`config.mk`:
```
export PLATFORM = sky130hd
export DESIGN_NAME = ucc_call_integrity
export DESIGN_NICKNAME = d
export VERILOG_FILES = /design/src/rtl/ucc_call_integrity.sv
export SDC_FILE = /design/constraint.sdc
export NUM_CORES = 1
export LEC_CHECK = 0
export BUFFER_PORTS_ARGS = -buffer_cell sky130_fd_sc_hd__buf_2
export CAP_MARGIN = 20
export CORE_AREA = 4 4 102 85
export CTS_CLUSTER_DIAMETER = 50
export DETAILED_ROUTE_END_ITERATION = 8
export DIE_AREA = 0 0 106 89
export PLACE_DENSITY = 0.85
export SETUP_SLACK_MARGIN = 0.1
export SLEW_MARGIN = 20
export SYNTH_ARGS = -nofsm -noshare
export SYNTH_HDL_FRONTEND = slang
export SYNTH_SLANG_ARGS = --single-unit
```
`constraint.sdc`:
```
create_clock -name clk -period 9.33 [get_ports clk]
set_input_delay 1.3995 -clock clk [delete_from_list [all_inputs] [get_ports clk]]
set_output_delay 1.3995 -clock clk [all_outputs]
set_load 0.01 [all_outputs]
```
`src/rtl/ucc_call_integrity.sv`:
```
// ucc_call_integrity: entry-point and caller-return checker for the UCC with a shadow return stack.
// Define UCC_STRICT_ENTRY_EN to require that every UCC entry is made by a call instruction.
module ucc_call_integrity #(
   parameter logic [15:0] UCC_MIN       = 16'hE000,
   parameter logic [15:0] UCC_MAX       = 16'hE0FF,
   parameter logic [15:0] UCC_ENTRY     = 16'hE000,
   parameter logic [15:0] RESET_HANDLER = 16'h0000,
   parameter int          DEPTH         = 4,
   parameter int          DW            = 3
) (
   input  logic          clk,
   input  logic          system_reset_n,
   input  logic [15:0]   pc,
   input  logic          pc_en,
   input  logic          instr_is_call,
   input  logic          instr_is_ret,
   input  logic [15:0]   caller_ret,
   input  logic          irq,
   input  logic          system_reset,
   output logic [DW-1:0] depth,
   output logic [15:0]   top_return_address,
   output logic          reset
);
   localparam int AW = DEPTH > 1 ? $clog2(DEPTH) : 1;
   localparam logic [DW-1:0] FULL = DW'(DEPTH);
   localparam logic [DW-1:0] ONE  = DW'(1);

   typedef enum logic [1:0] {LOCK, NOT_UCC, IN_UCC, IRQ} st_t;
   st_t state, state_n;

   logic [15:0]   stk [DEPTH];
   logic          in_prev, in_now, saved_in_ucc;
   logic          active, sample, entry, rereturn, leave, outcall, bad_call;
   logic          viol, push, pop, clear;
   logic [DW-1:0] dm1;

`ifdef UCC_STRICT_ENTRY_EN
   assign bad_call = !instr_is_call;
`else
   assign bad_call = instr_is_call & 1'b0;
`endif

   assign in_now   = pc >= UCC_MIN && pc <= UCC_MAX;
   assign active   = state == NOT_UCC || state == IN_UCC;
   assign sample   = pc_en && !irq;
   assign entry    = sample && !in_prev && in_now && !instr_is_ret;
   assign rereturn = sample && !in_prev && in_now && instr_is_ret;
   assign leave    = sample && in_prev && !in_now && instr_is_ret;
   assign outcall  = sample && in_prev && !in_now && !instr_is_ret;
   assign dm1      = depth - ONE;
   assign top_return_address = depth == '0 ? 16'h0000 : stk[dm1[AW-1:0]];

   always_ff @(posedge clk or negedge system_reset_n)
      if (!system_reset_n) begin
         state        <= LOCK;
         reset        <= 1'b1;
         saved_in_ucc <= 1'b0;
      end else begin
         state        <= state_n;
         reset        <= state_n == LOCK;
         saved_in_ucc <= active && pc_en && irq ? state == IN_UCC : saved_in_ucc;
      end

   always_comb begin
      state_n = state;
      case (state)
         LOCK:    state_n = pc_en && pc == RESET_HANDLER ? NOT_UCC : LOCK;
         IRQ:     state_n = pc_en && !irq ? (saved_in_ucc ? IN_UCC : NOT_UCC) : IRQ;
         default: state_n = pc_en && irq ? IRQ :
                            viol         ? LOCK :
                            push         ? IN_UCC :
                            pop          ? (depth == ONE ? NOT_UCC : IN_UCC) :
                            outcall      ? NOT_UCC :
                            rereturn     ? IN_UCC : state;
      endcase
      if (system_reset) state_n = LOCK;
   end

   always_comb begin
      viol  = active && !system_reset &&
              ((entry && (pc != UCC_ENTRY || depth == FULL || bad_call)) ||
               (leave && (depth == '0 || pc != top_return_address)));
      push  = active && !system_reset && entry && !viol;
      pop   = active && !system_reset && leave && !viol;
      clear = system_reset || viol || state == LOCK;
   end

   // in_prev follows the retired pc except while an interrupt is being serviced
   always_ff @(posedge clk or negedge system_reset_n)
      if (!system_reset_n) in_prev <= 1'b0;
      else if (pc_en && state != IRQ && !(active && irq)) in_prev <= in_now;

   always_ff @(posedge clk or negedge system_reset_n)
      if (!system_reset_n) begin
         depth <= '0;
         for (int i = 0; i < DEPTH; i++) stk[i] <= 16'h0000;
      end else if (clear) begin
         depth <= '0;
         for (int i = 0; i < DEPTH; i++) stk[i] <= 16'h0000;
      end else if (push) begin
         stk[depth[AW-1:0]] <= caller_ret;
         depth              <= depth + ONE;
      end else if (pop) begin
         stk[dm1[AW-1:0]] <= 16'h0000;
         depth            <= dm1;
      end
endmodule

```
==> results of run 1 <==
-- state kept, by name, summed over array words and instances, names as in the netlist --
signal        cells
depth             3
stk              64
state             2
reset             1
in_prev           1
saved_in_ucc      1
-- area by class of cell --
class	instances	area (µm²)
fillers	610	2490
clock buffers	10	138
repair buffers	60	308
clock inverters	5	56.3
flip-flops and latches	72	1800
well taps	108	135
multi-input cells	357	2730
inverters	7	26.3
-- where the power goes --
part	switching [mW]	internal, mW
combinational	0.0200	0.0105
sequential	0.0000263	0.312
clock	0.118	0.129
total	0.138	0.452
-- routing by layer --
| metal | vias up | track usage | wire length, µm |
|---|---|---|---|
| li1 | 1847 | - | - |
| met2 | 217 | 0.463 | 5980 |
| met3 | 17 | 0.0599 | 1210 |
| met4 | 0 | 0.0776 | 174 |
| met1 | 1977 | 0.366 | 5100 |
| met5 | - | 0 | 0 |
-- critical path: stages --
cell and delay (ns):
buf_2 0.12, or4_1 0.66, nor4_1 0.68, a21o_1 0.21, a221oi_1 0.09, nand4_1 0.12, buf_4 0.72, o21ai_1 0.18
-- logic make-up after synthesis --
| group | count (synthesis) | synth area share |
|---|---|---|
| XOR/XNOR | 9 | 0.0166 |
| adder cells (fa/ha/maj) | 8 | 0.0211 |
| multiplexers | 18 | 0.0808 |
| AND/OR/NAND/NOR | 145 | 0.178 |
| flip-flops | 72 | 0.381 |
| AO/OA/AOI/OAI | 177 | 0.281 |
| buffers and inverters | 40 | 0.0425 |
-- synthesized netlist by cell type, types with 2 or more instances --
library cell / count
a31oi_1: 2
nand3b_1: 2
buf_2: 13
nand2_1: 26
or4_1: 3
or2_2: 2
and2_1: 19
mux4_2: 16
nor2_1: 12
xnor2_1: 8
buf_6: 4
inv_1: 6
nand2b_1: 52
dfrtp_1: 71
o21ai_0: 12
o21ai_4: 4
nor3_1: 3
o21ai_1: 25
buf_1: 3
mux2_2: 2
nor4_1: 5
a32oi_1: 3
clkbuf_1: 11
a211oi_1: 3
a211o_1: 3
nand3_1: 5
o21ai_2: 40
a21oi_1: 6
a21o_1: 2
nor4bb_1: 2
ha_1: 8
and3_1: 3
nor3b_1: 5
a22oi_1: 68
-- metrics by stage --
stage	instances	hold WS [ns]	utilization	worst slack, ns	area, µm²
6_report	619	0.538	0.676	5.30	5200
5_1_grt	619	0.564	0.676	5.15	5200
4_1_cts	619	0.534	0.676	5.31	5200
3_5_place_dp	604	0.511	0.651	4.95	5010
3_3_place_gp	604	0.505	0.651	5.04	5010
2_1_floorplan	469	0.492	-	5.29	4740
-- worst min-delay path by stage --
stage,slack [ns],to,cells past startpoint
3_3_place_gp,0.51,stk[29],2
5_1_grt,0.56,stk[56],2
6_report,0.54,stk[58],2
3_5_place_dp,0.51,stk[62],2
2_1_floorplan,0.49,stk[53],2
4_1_cts,0.53,stk[58],2
==> results by group, run 1 <==
Setup path
  • Internal reg-to-reg setup slack: between 5 and 6 ns
  • Cells on worst reg2reg path: 9
  • CP Data Required Time: ~9.5 ns
  • Critical Path Sink Type: flip-flop
  • Worst-path maximum fanout: 64
  • WP data arrival: between 4 and 5 ns
  • Crit path kind: input port to flip-flop
  • Crit path launch: pc[11]
  • FF-to-FF End: stk[48]
  • CP Launch Type: input port
  • CP endpoint: stk[48]
  • R2R Path Start: depth[1]

CTS
  • TritonCTS Buffers: 9
  • CTS tree: built
  • Clk pin slew, worst setup/hold paths: ~0.070 ns
  • Postcts setup bufs: 0
  • H-tree Lvls: 3
  • Hold-fix buffers at CTS: 0
  • Root buffer cell: clkbuf_8
  • Bufs on Longest Clock Path: 2
  • Post-CTS Resized: 0
  • CTS sink count: about 70
  • Clock latency on the worst-skew pair: between 0.3 and 0.4 ns

Drt
  • DRC Markers: 0
  • ANT nets after route: 0
  • Vias per cell: between 6 and 7
  • Initial DRC count: between 400 and 500
  • Routed len/inst: 20.1 µm
  • Vias: between 4000 and 5000
  • Post-Route WL: approximately 12000 µm
  • First-pass DRT Iterations: 6

STA
  • Endpoints failing hold: 0
  • Slew Limit Fails: 0
  • Post-route clock period utilization: 0.432
  • Rel. slew slack: 0.379
  • Fmax achieved: 248 MHz
  • Setup total negative slack: 0 ns
  • RSZ-0062 raised after global routing: no
  • Final worst path period need: a little over 4 ns
  • Worst-margin pin slew: 0.931 ns
  • Clk_skew: roughly 0.0078 ns
  • Final-report setup violation count: 0

Placed design
  • Post-DP HPWL: about 8300 µm
  • Routability Congestion: between 0.9 and 1
  • Port Buffers: 57

Global routing
  • Tot GR Track Use: 0.275
  • Initial antenna violation count: 0
  • Vias in the first global route: between 3000 and 4000
  • Largest net degree at the start of global routing: between 70 and 80
  • First-pass GRT wire length: 20400 µm
  • Overflow after GRT: 0

Logic synthesis
  • Number of synthesized flops with an enable pin: 0
  • Synth Warn #: 0
  • Netlist Area Pre-Place: roughly 4700 µm²
  • Seq cells post-synth: between 70 and 80
  • Synth Area per Inst: between 10 and 15 µm²
  • Leading area contributor after synthesis: dfrtp_1
  • Primary FF master, synth: dfrtp_1
  • Sequential share of the synthesized area: 0.381
  • Async SR Flop Fraction: 1.00
  • Post-synthesis cell count: around 470
  • Synth top area cells: dfrtp_1, a22oi_1, mux4_2
  • Yosys top cell area share: 0.375
  • Cell variety after synth: 54
  • Net Count, Synth: 516

Floorplanning
  • Die Ht: around 89 µm
  • I/O pin cnt: between 50 and 60
  • Initial Utilization: 0.616
  • Core Region: around 7700 µm²
  • Die Span X: around 110 µm
  • Row cnt: 29
  • Die Area: around 9400 µm²

Job
  • Max-cap violations: 0

Cells and area
  • Layout cells sized above 1: 0.280
  • # diodes: 0
  • Most frequent cells in the layout: dfrtp_1, a22oi_1, buf_2
  • Area Growth Syn to Fin: 9.74%
  • Final #Nets: between 500 and 600
  • Most common cell after layout, fill and taps aside: dfrtp_1

Power
  • Leakage power: 2.03 nW
  • Total power: 590 µW
  • Peak VDD IR: around 0.073 mV
  • Power Density: roughly 110 nW/µm²

Min path
  • Min-Delay Startpoint: stk[58]
  • Hold Crit Class: flip-flop to flip-flop

Outcome
  • Status: completed
Power figures use the tool's default switching activity.
==> run 2, diff against run 1 <==
--- a/config.mk
+++ b/config.mk
@@ -7,11 +7,11 @@
 export LEC_CHECK = 0
 export BUFFER_PORTS_ARGS = -buffer_cell sky130_fd_sc_hd__buf_2
 export CAP_MARGIN = 20
-export CORE_AREA = 4 4 102 85
+export CORE_AREA = 4 4 106 88
 export CTS_CLUSTER_DIAMETER = 50
 export DETAILED_ROUTE_END_ITERATION = 8
-export DIE_AREA = 0 0 106 89
-export PLACE_DENSITY = 0.85
+export DIE_AREA = 0 0 110 92
+export PLACE_DENSITY = 0.8
 export SETUP_SLACK_MARGIN = 0.1
 export SLEW_MARGIN = 20
 export SYNTH_ARGS = -nofsm -noshare
==> constraint.sdc (replaced) <==
create_clock -name clk -period 4.2 [get_ports clk]
set_input_delay 0.63 -clock clk [delete_from_list [all_inputs] [get_ports clk]]
set_output_delay 0.63 -clock clk [all_outputs]
set_load 0.01 [all_outputs]
==> run 2 against run 1 <==
Net effect: via count rose by 3.4%; largest cell class unchanged; non-clock buffer count rose by 2; critical path type is now flip-flop to flip-flop; cell count rose by 1.1%; combinational power rose by 130%; clock power rose by 120%.
==> results by group, run 2 (synthesis gave the netlist of run 1 again) <==
Cells and area
  • Regs by FF count: stk: 64 flops, depth: 3 flops, state: 2 flops
  • Reg with most FFs: stk
  • Most frequent cells in the layout: dfrtp_1, a22oi_1, buf_2
  • # diodes: 0
  • Largest register FFs: 64
  • Most common cell after layout, fill and taps aside: dfrtp_1
  • Area Growth Syn to Fin: 10.4%
  • Final #Nets: roughly 560
  • Fillers: 670
  • Layout cells sized above 1: 0.278

STA
  • Final-report setup violation count: 0
  • Rel. slew slack: 0.397
  • RSZ-0062 raised after global routing: no
  • Post-route clock period utilization: 0.833
  • Final critical-path setup slack: approximately 0.7 ns
  • Endpoints failing hold: 0
  • Clk_skew: slightly above 0.01 ns
  • Setup total negative slack: 0 ns
  • Slew Limit Fails: 0
  • Worst-margin pin slew: between 0.9 and 1 ns
  • Fmax achieved: around 290 MHz
  • Worst hold slack: 0.377 ns
  • Final worst path period need: 3.50 ns

Drt
  • Routed len/inst: 21.0 µm
  • DRC Markers: 0
  • ANT nets after route: 0
  • Initial DRC count: roughly 480
  • Vias per cell: between 6 and 7
  • First-pass DRT Iterations: 5
  • Vias: approximately 4200
  • Post-Route WL: around 13000 µm

Power
  • Leakage power: 2.04 nW
  • Power Density: 250 nW/µm²
  • Total power: between 1 and 1.5 mW
  • Peak VDD IR: ~0.16 mV

CTS
  • Root buffer cell: clkbuf_8
  • Bufs on Longest Clock Path: 2
  • CTS sink count: just over 70
  • H-tree Lvls: 3
  • Hold-fix buffers at CTS: 0
  • Post-CTS Resized: 0
  • Postcts setup bufs: 0
  • Clock latency on the worst-skew pair: ~0.35 ns
  • TritonCTS Buffers: 9
  • CTS tree: built
  • Clk pin slew, worst setup/hold paths: 0.08 ns

Global routing
  • First-pass GRT wire length: slightly above 20000 µm
  • Overflow after GRT: 0
  • Vias in the first global route: 4096
  • Tot GR Track Use: 0.263
  • Largest net degree at the start of global routing: between 60 and 70
  • Initial antenna violation count: 0

Placed design
  • Port Buffers: 57
  • Routability Congestion: 0.855
  • Post-DP HPWL: roughly 8600 µm
  • Pre-CTS setup slack: 0.647 ns

Floorplanning
  • Die Area: about 10000 µm²
  • Die Span X: 110 µm
  • I/O pin cnt: 59
  • Initial Utilization: 0.571
  • Row cnt: 30
  • Core Region: 8300 µm²
  • Die Ht: between 90 and 100 µm

Setup path
  • CP Data Required Time: 4.47 ns
  • CP Launch Type: flip-flop
  • Crit path kind: flip-flop to flip-flop
  • Critical Path Sink Type: flip-flop
  • WP data arrival: roughly 3.8 ns
  • Worst-path maximum fanout: 16

Job
  • Max-cap violations: 0

Min path
  • Hold Crit Class: input port to asynchronous set/reset pin

Outcome
  • Status: completed
## run 2: changes by cell type in the layout (fill, tap and decap cells not counted)
cell | before | now
buf_4 | 3 | 4
inv_6 | 1 | 0
clkbuf_1 | 0 | 3
buf_12 | 0 | 1
clkinv_2 | 2 | 1
## run 2: area by class of cell
type,count,area [µm²],area share
flip-flops and latches,72,1800,0.345
multi-input cells,357,2730,0.523
clock buffers,13,149,0.0285
inverters,7,26.3,0.00502
clock inverters,3,42.5,0.00813
repair buffers,62,335,0.0641
well taps,112,140,0.0268
## run 2: where the power goes
group          internal (mW)  switching, mW  total, mW
Sequential             0.693      0.0000532      0.693
Combinational         0.0234         0.0456     0.0690
Clock                  0.291          0.257      0.548
## run 2: path summary, 6_finish.rpt
| path | startpoint | endpoint | slack [ns] | cells after the start |
|---|---|---|---|---|
| min in group clk | stk[53] | stk[53] | 0.53 | 2 |
| max in group asynchronous | system_reset_n | stk[4] | 2.83 | 2 |
| hold / removal | system_reset_n | stk[17] | 0.38 | 1 |
| setup reg to reg | state[1] | stk[15] | 0.70 | 8 |
| setup / recovery | state[1] | stk[15] | 0.70 | 8 |
| hold reg to reg | stk[53] | stk[53] | 0.53 | 2 |
## run 2: stage by stage
| step | cells | cell area, µm² | util |
|---|---|---|---|
| detailed placement | 610 | 5040 | 0.607 |
| floorplan | 469 | 4740 | - |
| CTS | 626 | 5230 | 0.630 |
| global placement | 610 | 5040 | 0.607 |
| finish | 626 | 5230 | 0.630 |
| global route | 626 | 5230 | 0.630 |
## run 2: layer usage
layer | track usage | part of all wire | vias up
li1 | - | - | 1852
met1 | 0.347 | 0.41 | 2082
met2 | 0.410 | 0.46 | 226
met3 | 0.0626 | 0.10 | 36
met4 | 0.116 | 0.028 | 0
met5 | 0 | 0 | -
## run 2: critical path, cell delays in order, from the launching register on
cell and delay, ns:
dfrtp_1 0.40, inv_1 0.08, ha_1 0.45, or4bb_1 0.45, or4_1 0.63, nor4_1 0.35, and2_1 0.72, a22oi_1 0.25
o21ai_2 0.10
